[config.mk]
export PLATFORM = sky130hd
export DESIGN_NAME = ripple_count_sampler
export DESIGN_NICKNAME = d
export VERILOG_FILES = /design/src/rtl/ripple_count_sampler.sv
export SDC_FILE = /design/constraint.sdc
export NUM_CORES = 1
export LEC_CHECK = 0
export BUFFER_PORTS_ARGS = -buffer_cell sky130_fd_sc_hd__buf_2
export CAP_MARGIN = 10
export CORE_UTILIZATION = 51
export DETAILED_ROUTE_END_ITERATION = 16
export GPL_TIMING_DRIVEN = 0
export PLACE_DENSITY = 0.76
export SYNTH_ARGS = -nofsm -noshare
export SYNTH_HDL_FRONTEND = slang
export SYNTH_SLANG_ARGS = --single-unit
[constraint.sdc]
create_clock -name clk -period 2.07 [get_ports clk]
set_clock_uncertainty 0.05 [all_clocks]
set_input_delay 0.414 -clock clk [delete_from_list [all_inputs] [get_ports clk]]
set_output_delay 0.414 -clock clk [all_outputs]
set_load 0.005 [all_outputs]
[src/rtl/ripple_count_sampler.sv]
`default_nettype none
// ============================================================================
// Module   : ripple_count_sampler
// Purpose  : Brings an asynchronous, glitch-prone ripple up/down counter value
//            into the clk domain. Each bit is synchronized, the synchronized
//            value must hold steady for STABLE_CYCLES samples before it is
//            accepted, and every accepted change is classified as a step up,
//            a step down (with wrap detection) or an illegal step.
// Options  : SAMPLER_ERR_CNT_EN - when defined, err_cnt counts step_err
//            pulses (saturating at 255); otherwise err_cnt is tied to 0.
// Revision : 1.0 - initial release
// ============================================================================
module ripple_count_sampler #(
  parameter int WIDTH         = 3,
  parameter int SYNC_STAGES   = 2,
  parameter int STABLE_CYCLES = 2
) (
  input  logic             clk,
  input  logic             rst,
  input  logic [WIDTH-1:0] cnt_in,
  input  logic             dir_in,
  output logic [WIDTH-1:0] cnt_q,
  output logic             dir_q,
  output logic             cnt_vld,
  output logic             wrap_up,
  output logic             wrap_dn,
  output logic             step_err,
  output logic [7:0]       err_cnt
);

  localparam logic [WIDTH-1:0] C_MAX    = '1;
  localparam logic [WIDTH-1:0] C_ONE    = WIDTH'(1);
  localparam logic [4:0]       C_STABLE = 5'(STABLE_CYCLES);

  // Synchronizer chains: index 0 is the metastability-catching flop.
  logic [WIDTH-1:0]       cnt_sync_q [SYNC_STAGES];
  logic [SYNC_STAGES-1:0] dir_sync_q;

  // Stability filter state.
  logic [WIDTH-1:0] cand_q;
  logic [3:0]       run_q;
  logic             primed_q;

  // Combinational view of the current edge.
  logic [WIDTH-1:0] samp;
  logic             accept;
  logic [WIDTH-1:0] new_val;
  logic [WIDTH-1:0] delta;
  logic             is_up;
  logic             is_dn;
  logic             wrap_up_d;
  logic             wrap_dn_d;
  logic             step_err_d;

  assign samp  = cnt_sync_q[SYNC_STAGES-1];
  assign dir_q = dir_sync_q[SYNC_STAGES-1];

  // Acceptance rule differs only when a single sample is enough: then the
  // value is taken on the same edge it first appears as a new candidate.
  if (STABLE_CYCLES == 1) begin : g_stable_one
    assign accept  = (samp != cand_q) && (samp != cnt_q);
    assign new_val = samp;
  end else begin : g_stable_multi
    assign accept  = (samp == cand_q) &&
                     (({1'b0, run_q} + 5'd1) == C_STABLE) &&
                     (cand_q != cnt_q);
    assign new_val = cand_q;
  end

  // Step classification is relative to the previously accepted value; the
  // very first acceptance after reset has no meaningful predecessor.
  assign delta      = new_val - cnt_q;
  assign is_up      = (delta == C_ONE);
  assign is_dn      = (delta == C_MAX) && !is_up;
  assign wrap_up_d  = accept && primed_q && is_up && (cnt_q == C_MAX);
  assign wrap_dn_d  = accept && primed_q && is_dn && (cnt_q == '0);
  assign step_err_d = accept && primed_q && !is_up && !is_dn;

  // Shift counter bits and direction through independent synchronizer flops.
  always_ff @(posedge clk) begin
    if (rst) begin
      for (int i = 0; i < SYNC_STAGES; i++) begin
        cnt_sync_q[i] <= '0;
      end
      dir_sync_q <= '0;
    end else begin
      cnt_sync_q[0] <= cnt_in;
      for (int i = 1; i < SYNC_STAGES; i++) begin
        cnt_sync_q[i] <= cnt_sync_q[i-1];
      end
      dir_sync_q <= {dir_sync_q[SYNC_STAGES-2:0], dir_in};
    end
  end

  // Track how many consecutive edges the synchronized value has been steady.
  always_ff @(posedge clk) begin
    if (rst) begin
      cand_q <= '0;
      run_q  <= '0;
    end else if (samp != cand_q) begin
      cand_q <= samp;
      run_q  <= 4'd1;
    end else if ({1'b0, run_q} < C_STABLE) begin
      run_q <= run_q + 4'd1;
    end
  end

  // Load accepted value and emit registered single-cycle event pulses.
  always_ff @(posedge clk) begin
    if (rst) begin
      cnt_q    <= '0;
      primed_q <= 1'b0;
      cnt_vld  <= 1'b0;
      wrap_up  <= 1'b0;
      wrap_dn  <= 1'b0;
      step_err <= 1'b0;
    end else begin
      cnt_vld  <= accept;
      wrap_up  <= wrap_up_d;
      wrap_dn  <= wrap_dn_d;
      step_err <= step_err_d;
      if (accept) begin
        cnt_q    <= new_val;
        primed_q <= 1'b1;
      end
    end
  end

`ifdef SAMPLER_ERR_CNT_EN
  logic [7:0] err_cnt_q;

  // Count illegal steps, updating on the same edge step_err is raised.
  always_ff @(posedge clk) begin
    if (rst) begin
      err_cnt_q <= '0;
    end else if (step_err_d && (err_cnt_q != 8'hFF)) begin
      err_cnt_q <= err_cnt_q + 8'd1;
    end
  end

  assign err_cnt = err_cnt_q;
`else
  assign err_cnt = 8'd0;
`endif

endmodule
`default_nettype wire

## Word-level counts from Yosys, hierarchy flattened

Memory sizes are Yosys's and may differ from the RTL's.
Index checks and enable logic that the tools add are counted.

- Add/sub/neg operators: 3
- Order comparisons: 1
- Equality and inequality tests: 7
- Muxes and demuxes: 7
- Reductions and logical operators: 15
- Bitwise operators: 2

Operator list:

| kind | count |
|---|---|
| 1-bit logical AND | 10 |
| 3-bit == test, second input constant | 2 |
| 3-bit 2-to-1 mux | 2 |
| 3-bit != test | 2 |
| 4-bit by 1-bit adder with 5-bit output, second input constant | 1 |
| 5-bit by 2-bit == test with 1-bit output, second input constant | 1 |
| 1-bit 2-to-1 mux | 5 |
| 4-bit by 1-bit adder with 4-bit output, second input constant | 1 |
| 4-bit by 2-bit less-than comparator with 1-bit output, second input constant | 1 |
| 3-bit by 1-bit == test with 1-bit output, second input constant | 1 |
| 3-bit == test | 1 |
| 3-bit logical NOT | 1 |
| 3-bit subtractor | 1 |
| 1-bit logical NOT | 2 |
| 1-bit OR | 2 |
| 2-bit nonzero test | 1 |
| 2-bit OR reduction | 1 |

- Memories: 1
- RAM bits: 6
- Logic and storage cells: 46
- Flip-flop bits (word level): 17

Memory list:

| name | words | bits a word | read ports | clocked after memory_dff | write ports | RTL line | RTL |
|---|---|---|---|---|---|---|---|
| cnt_sync_q | 2 | 3 | 2 | 0 | 2 | 36 | `logic [WIDTH-1:0] cnt_sync_q [SYNC_STAGES];` |

## Depth between registers and ports, before layout

Gate-level depths: netlist (run 1).

- Depth after elaboration: 7
- Mapped depth: 7
- Mapped depth without buffers: 7

## Worst setup path after synthesis (run 1)

Ideal clock, no wire load.

- Path type: register to register
- Start point: register cand_q[0]
- End point: register wrap_dn
- Arrival time: 1713 ps
- Clock period less this slack: 1841 ps
- Library setup time: 78 ps
- Data required time: 1942 ps
- Setup slack: 229 ps
- Path buffers: 0
- Stages on the path, launching flop included: 6
- Cell sequence: dfxtp_1 -> inv_1 -> ha_1 -> fa_1 -> or4_2 -> nor3_1

- Cells in the longest elaborated chain, start to end: 6
- Elaborated cells between the ends (all ways): 12

Ends and longest elaborated chain:

| item | RTL line | RTL |
|---|---|---|
| from (decl) | 40 | `logic [WIDTH-1:0] cand_q;` |
| from (signal assigned) | 101 | `cand_q <= samp;` |
| 3-bit subtractor / 3-bit == test (equally long branches) | 72, 64 |  |
| 3-bit by 1-bit == test with 1-bit output / 1-bit logical AND (equally long branches) | 73, 64 |  |
| 1-bit logical NOT / 1-bit logical AND (equally long branches) | 74, 65 |  |
| 1-bit logical AND (on tied branches) | 74, 76 |  |
| 1-bit logical AND * (2 in series) | 76 | `assign wrap_dn_d = accept && primed_q && is_dn && (cnt_q == '0);` |
| to (signal assigned) | 120 | `wrap_dn <= wrap_dn_d;` |
| to (decl) | 26 | `output logic wrap_dn,` |

Mark *: on every way between the ends. The rest lies on a longest branch, timed or not.
A chain may end at the register's enable or synchronous reset.

## Worst setup path after layout (run 1)

Same ends and word-level chain as after synthesis.

==> impl_metrics.csv, run 1 <==
group,metric,value,unit
run_status,outcome,"complete, no violations",
logic_synthesis,netlist.area_leader.share,0.462,
critical_path,r2r-start,"cand_q[0]",
cells_and_area,num_antenna_cells,0,
routing,drt_drc_violations_left,0,
critical_path,r2r_slack,0.16,ns
sta,rsz0062_at_grt,"no",
logic_synthesis,yosys-top-cells-count,"dfxtp_1, nor2b_1, buf_4",
cells_and_area,nNetsFinal,137,
die,core,1780,um2
routing,drt_wl_total,1460,um
clock_network,postCtsResizedCells,0,
logic_synthesis,yosysMostFrequentCell,"dfxtp_1",
global_routing,overflow,0,
placed_design,placed_area,1110,um2
power_and_ir_drop,ir_worst_vdd,0.477,mV
flow_run,max_cap_viol_count,0,
critical_path,reg2reg_to,"wrap_dn",
sta,period_minus_slack,1.91,ns
clock_network,cts_root_buf,"clkbuf_4",
logic_synthesis,syn_inst,102,
logic_synthesis,avgSynthCellArea,9.78,um2
critical_path,end_kind,"register",
logic_synthesis,yosysTopAreaCell,"dfxtp_1",
global_routing,grt_start_max_net_pins,14,
placed_design,globalplace.congestion,0.800,
sta,fin_crit_sh,0.922,
routing,ant_nets,0,
sta,hold_viol_final,0,
cells_and_area,area_growth_syn_to_layout,14.6,%
global_routing,grt_pass1_vias,607,
global_routing,track_usage,0.160,
worst_hold_path,whs_path_depth,2,
die,initial_core_util,0.559,
worst_hold_path,min_to,"cnt_sync_q[0][0]",
critical_path,reg2reg_depth,5,
sta,slew_viol_final,0,
worst_hold_path,hp-class,"in -> reg",
critical_path,crit_required,2.26,ns
logic_synthesis,syn-cell-area,997,um2
routing,drtIter0Drc,3,
cells_and_area,final_core_utilization,0.641,
critical_path,path_max_fanout,3,
die,die_x,46.2,um
logic_synthesis,synthTopCellsByArea,"dfxtp_1, nor2b_1, buf_4",
routing,post_drt_wl_per_cell,9.73,um
clock_network,htreeDepth,1,
die,dieHeight,46.2,um
critical_path,worstSetupPathType,"reg -> reg",
clock_network,numCtsBuffers,3,
routing,drt_first_pass_iters,4,
logic_synthesis,synth_ff_type,"dfxtp_1",
clock_network,cts_tree,"yes",
cells_and_area,layout-drive-gt1-share,0.232,
die,io_pins,22,
clock_network,cts_hold_buf,0,
placed_design,place_hpwl,1160,um
cells_and_area,fillers,150,
global_routing,grt_pass1_wl,2380,um
logic_synthesis,ys_ff_latch,23,
clock_network,clk_path_buf_depth,2,
clock_network,postCtsSetupBuffers,0,
cells_and_area,stdcell_area,1140,um2
routing,via_count,698,
critical_path,cp-start-kind,"register",
logic_synthesis,synth_cell_type_count,32,
die,dieArea,2140,um2
logic_synthesis,async_reset_ff_frac,0,
clock_network,clock-sinks,23,
critical_path,crit_chain,"inv_1, ha_1, fa_1, or4_2, nor3_1",
critical_path,cpMaxStageDelayCell,"or4_2",
logic_synthesis,ys_warn_count,0,
clock_network,path_clk_slew,0.13,ns
clock_network,clock_latency,0.30,ns
worst_hold_path,hp-start,"cnt_in[0]",
logic_synthesis,synth_seq_area_share,0.462,
logic_synthesis,synth_edf_count,0,
die,row_count,15,
power_and_ir_drop,power_density,684,nW/um2
routing,post_drt_via_cell_ratio,4.65,
sta,finalSetupTns,0,ns
placed_design,io_buffers,12,
critical_path,cp.arrival,2.10,ns
power_and_ir_drop,p_leak,0.000517,uW
sta,finalSetupViolations,0,
sta,max_freq,524,MHz
global_routing,grt_antenna_before_repair,0,
critical_path,slowest_delay,0.54,ns
## kinds of logic after synthesis
family	share of synthesized area
mux	0.0100
other cells	0.00376
buf+inv	0.0903
simple gates	0.233
flops	0.462
xor+xnor	0.0778
compound gates	0.0527
fa+ha+maj	0.0703
## worst max-delay path by stage
stage | startpoint | end | cells past startpoint | slack, ns
floorplan | cand_q[0] | wrap_dn | 5 | 0.23
global route | cand_q[0] | wrap_dn | 5 | 0.08
finish | cand_q[0] | wrap_dn | 5 | 0.16
detailed placement | cand_q[0] | wrap_dn | 5 | 0.16
global placement | cand_q[0] | wrap_dn | 5 | 0.19
CTS | cand_q[0] | wrap_dn | 5 | 0.14
## cell usage in the layout, fill, tap and decap left out, drive strengths merged, types with 2 or more instances in the layout
cell / instances
dfxtp: 23
nor4: 2
conb: 8
nor2: 5
clkbuf: 4
inv: 6
xor2: 3
ha: 4
buf: 21
xnor2: 5
nor3: 6
nor2b: 12
and3: 2
a21oi: 4
nand2: 6
## power breakdown
group / total [uW] / internal (uW) / switching (uW)
Clock: 202 / 72.0 / 130
Combinational: 104 / 52.1 / 52.0
Sequential: 476 / 461 / 15.2
Total: 781 / 585 / 197
## state kept, by name (all words and copies together) (netlist names)
register / flops
primed_q: 1
dir_sync_q: 2
run_q: 4
step_err: 1
cand_q: 3
wrap_dn: 1
cnt_vld: 1
wrap_up: 1
cnt_sync_q: 6
cnt_q: 3
## area by class of cell
class,count,area [um2],area share
multi-input cells,70,473,0.414
clock inverters,1,5.00,0.00438
repair buffers,12,60.1,0.0526
inverters,6,22.5,0.0197
plain buffers,10,67.6,0.0591
well taps,25,31.3,0.0274
flip-flops and latches,23,460,0.403
clock buffers,3,22.5,0.0197
## routing by layer
layer | vias to the layer above | wire length, um | global-route usage
met5 | - | 0 | 0
met4 | 0 | 12 | 0.0882
met3 | 2 | 62 | 0.0353
met2 | 18 | 736 | 0.293
met1 | 309 | 649 | 0.166
li1 | 369 | - | -
## worst max-delay path: cells and delay by family, from the launching register on
family,cells,cell delay (ns)
and+or+nand+nor,2,0.67
DFF,1,0.39
buffers and inverters,1,0.07
adders and majority gates,2,0.67
## through the flow
stage	worst slack [ns]	cells	power [uW]	hold WS, ns
after floorplan	0.229	109	569	0.364
after global placement	0.194	146	585	0.366
after detailed placement	0.161	146	591	0.378
after CTS	0.140	150	790	0.259
after global routing	0.0756	150	828	0.242
final	0.161	150	781	0.265
(Power assumes the default switching activity.)
==> run 2, diff against run 1 <==
--- a/config.mk
+++ b/config.mk
@@ -7,10 +7,11 @@
 export LEC_CHECK = 0
 export BUFFER_PORTS_ARGS = -buffer_cell sky130_fd_sc_hd__buf_2
 export CAP_MARGIN = 10
-export CORE_UTILIZATION = 51
+export CORE_UTILIZATION = 55
+export CTS_BUF_LIST = sky130_fd_sc_hd__clkbuf_4 sky130_fd_sc_hd__clkbuf_8
 export DETAILED_ROUTE_END_ITERATION = 16
 export GPL_TIMING_DRIVEN = 0
-export PLACE_DENSITY = 0.76
+export PLACE_DENSITY = 0.81
 export SYNTH_ARGS = -nofsm -noshare
 export SYNTH_HDL_FRONTEND = slang
 export SYNTH_SLANG_ARGS = --single-unit
==> impl_metrics.csv, run 2 (synthesis gave the netlist of run 1 again) <==
group,metric,value,unit
die,dieArea,1990,um2
cells_and_area,final_common_cell,"dfxtp_1",
die,row_count,15,
worst_hold_path,hp-class,"in -> reg",
sta,period_minus_slack,1.98,ns
sta,max_freq,504,MHz
die,initial_core_util,0.584,
global_routing,track_usage,0.158,
routing,post_drt_wl_per_cell,9.58,um
cells_and_area,regMostFlops,"cnt_sync_q",
cells_and_area,final_cell_mix,"dfxtp_1, nor2b_1, buf_2",
critical_path,cp.arrival,2.17,ns
power_and_ir_drop,power_density,685,nW/um2
placed_design,io_buffers,12,
clock_network,clk_path_buf_depth,2,
global_routing,grt_pass1_wl,2300,um
global_routing,grt_antenna_before_repair,0,
sta,finalSetupViolations,0,
sta,fin_crit_sh,0.959,
placed_design,place_hpwl,1150,um
clock_network,htreeDepth,1,
global_routing,grt_start_max_net_pins,15,
placed_design,globalplace.congestion,0.802,
sta,fin_hold_ws,0.253,ns
clock_network,numCtsBuffers,3,
routing,via_count,696,
routing,drt_first_pass_iters,3,
critical_path,crit_required,2.26,ns
global_routing,overflow,0,
clock_network,path_clk_slew,0.13,ns
run_status,outcome,"complete, no violations",
clock_network,cts_tree,"yes",
cells_and_area,layout-drive-gt1-share,0.232,
sta,hold_viol_final,0,
sta,fin_ws,0.0851,ns
die,core,1710,um2
routing,post_drt_via_cell_ratio,4.64,
sta,finalSetupTns,0,ns
cells_and_area,num_antenna_cells,0,
sta,slew_viol_final,0,
routing,drt_wl_total,1440,um
die,dieHeight,44.6,um
clock_network,postCtsSetupBuffers,0,
critical_path,end_kind,"register",
clock_network,clock_latency,0.31,ns
cells_and_area,reg.largest.list,"cnt_sync_q (6), run_q (4)",
cells_and_area,largest_reg_flops,6,
die,io_pins,22,
flow_run,max_cap_viol_count,0,
cells_and_area,nNetsFinal,137,
power_and_ir_drop,ir_worst_vdd,0.509,mV
critical_path,path_max_fanout,3,
power_and_ir_drop,p_leak,0.000513,uW
clock_network,postCtsResizedCells,0,
routing,drt_drc_violations_left,0,
clock_network,cts_hold_buf,0,
sta,rsz0062_at_grt,"no",
routing,ant_nets,0,
global_routing,grt_pass1_vias,597,
placed_design,place_ws,0.124,ns
cells_and_area,final_core_utilization,0.670,
cells_and_area,area_growth_syn_to_layout,14.8,%
clock_network,cts_root_buf,"clkbuf_4",
clock_network,clock-sinks,23,
die,die_x,44.6,um
routing,drtIter0Drc,2,
critical_path,worstSetupPathType,"reg -> reg",
power_and_ir_drop,power,784,uW
critical_path,cp-start-kind,"register",
## run 2: changes by cell type in the layout (fill, tap and decap cells not counted), sizes merged
cell      previous run  this run
clkinv               1         0
clkinvlp             0         1
## run 2: cell type report
type | count | area (um2)
sequential | 23 | 460
multi-input combinational | 70 | 473
tap | 25 | 31.3
fill | 135 | 563
clock buffer | 3 | 22.5
timing repair buffer | 12 | 60.1
clock inverter | 1 | 7.51
inverter | 6 | 22.5
buffer | 10 | 67.6
## run 2: where the power goes
| group | switching (uW) | internal (uW) |
|---|---|---|
| clock | 130 | 73.7 |
| combinational | 52.8 | 52.1 |
| sequential | 15.0 | 460 |
## run 2: path summary, 6_finish.rpt
kind                     from          endpoint  cells after the start  slack (ns)
max                 cand_q[0]           wrap_dn                      5        0.09
min                    dir_in     dir_sync_q[0]                      2        0.25
min reg2reg  cnt_sync_q[0][1]  cnt_sync_q[0][4]                      1        0.40
max reg2reg         cand_q[0]           wrap_dn                      5        0.09
## run 2: critical path: stages (launching register included)
cell and delay, ns:
dfxtp_1 0.42, inv_1 0.08, ha_1 0.19, fa_1 0.48
or4_2 0.55, nor3_1 0.13
## run 2: stage by stage
stage | instances | instance area [um2]
after global placement | 146 | 1110
after global routing | 150 | 1140
after CTS | 150 | 1140
final | 150 | 1140
after floorplan | 109 | 1020
after detailed placement | 146 | 1110
## run 2: metal layers
layer,up-vias,share of wire,GRT usage
met1,310,0.47,0.160
met4,0,0,0.0182
met3,0,0.043,0.0612
li1,367,-,-
met5,-,0,0
met2,19,0.49,0.309
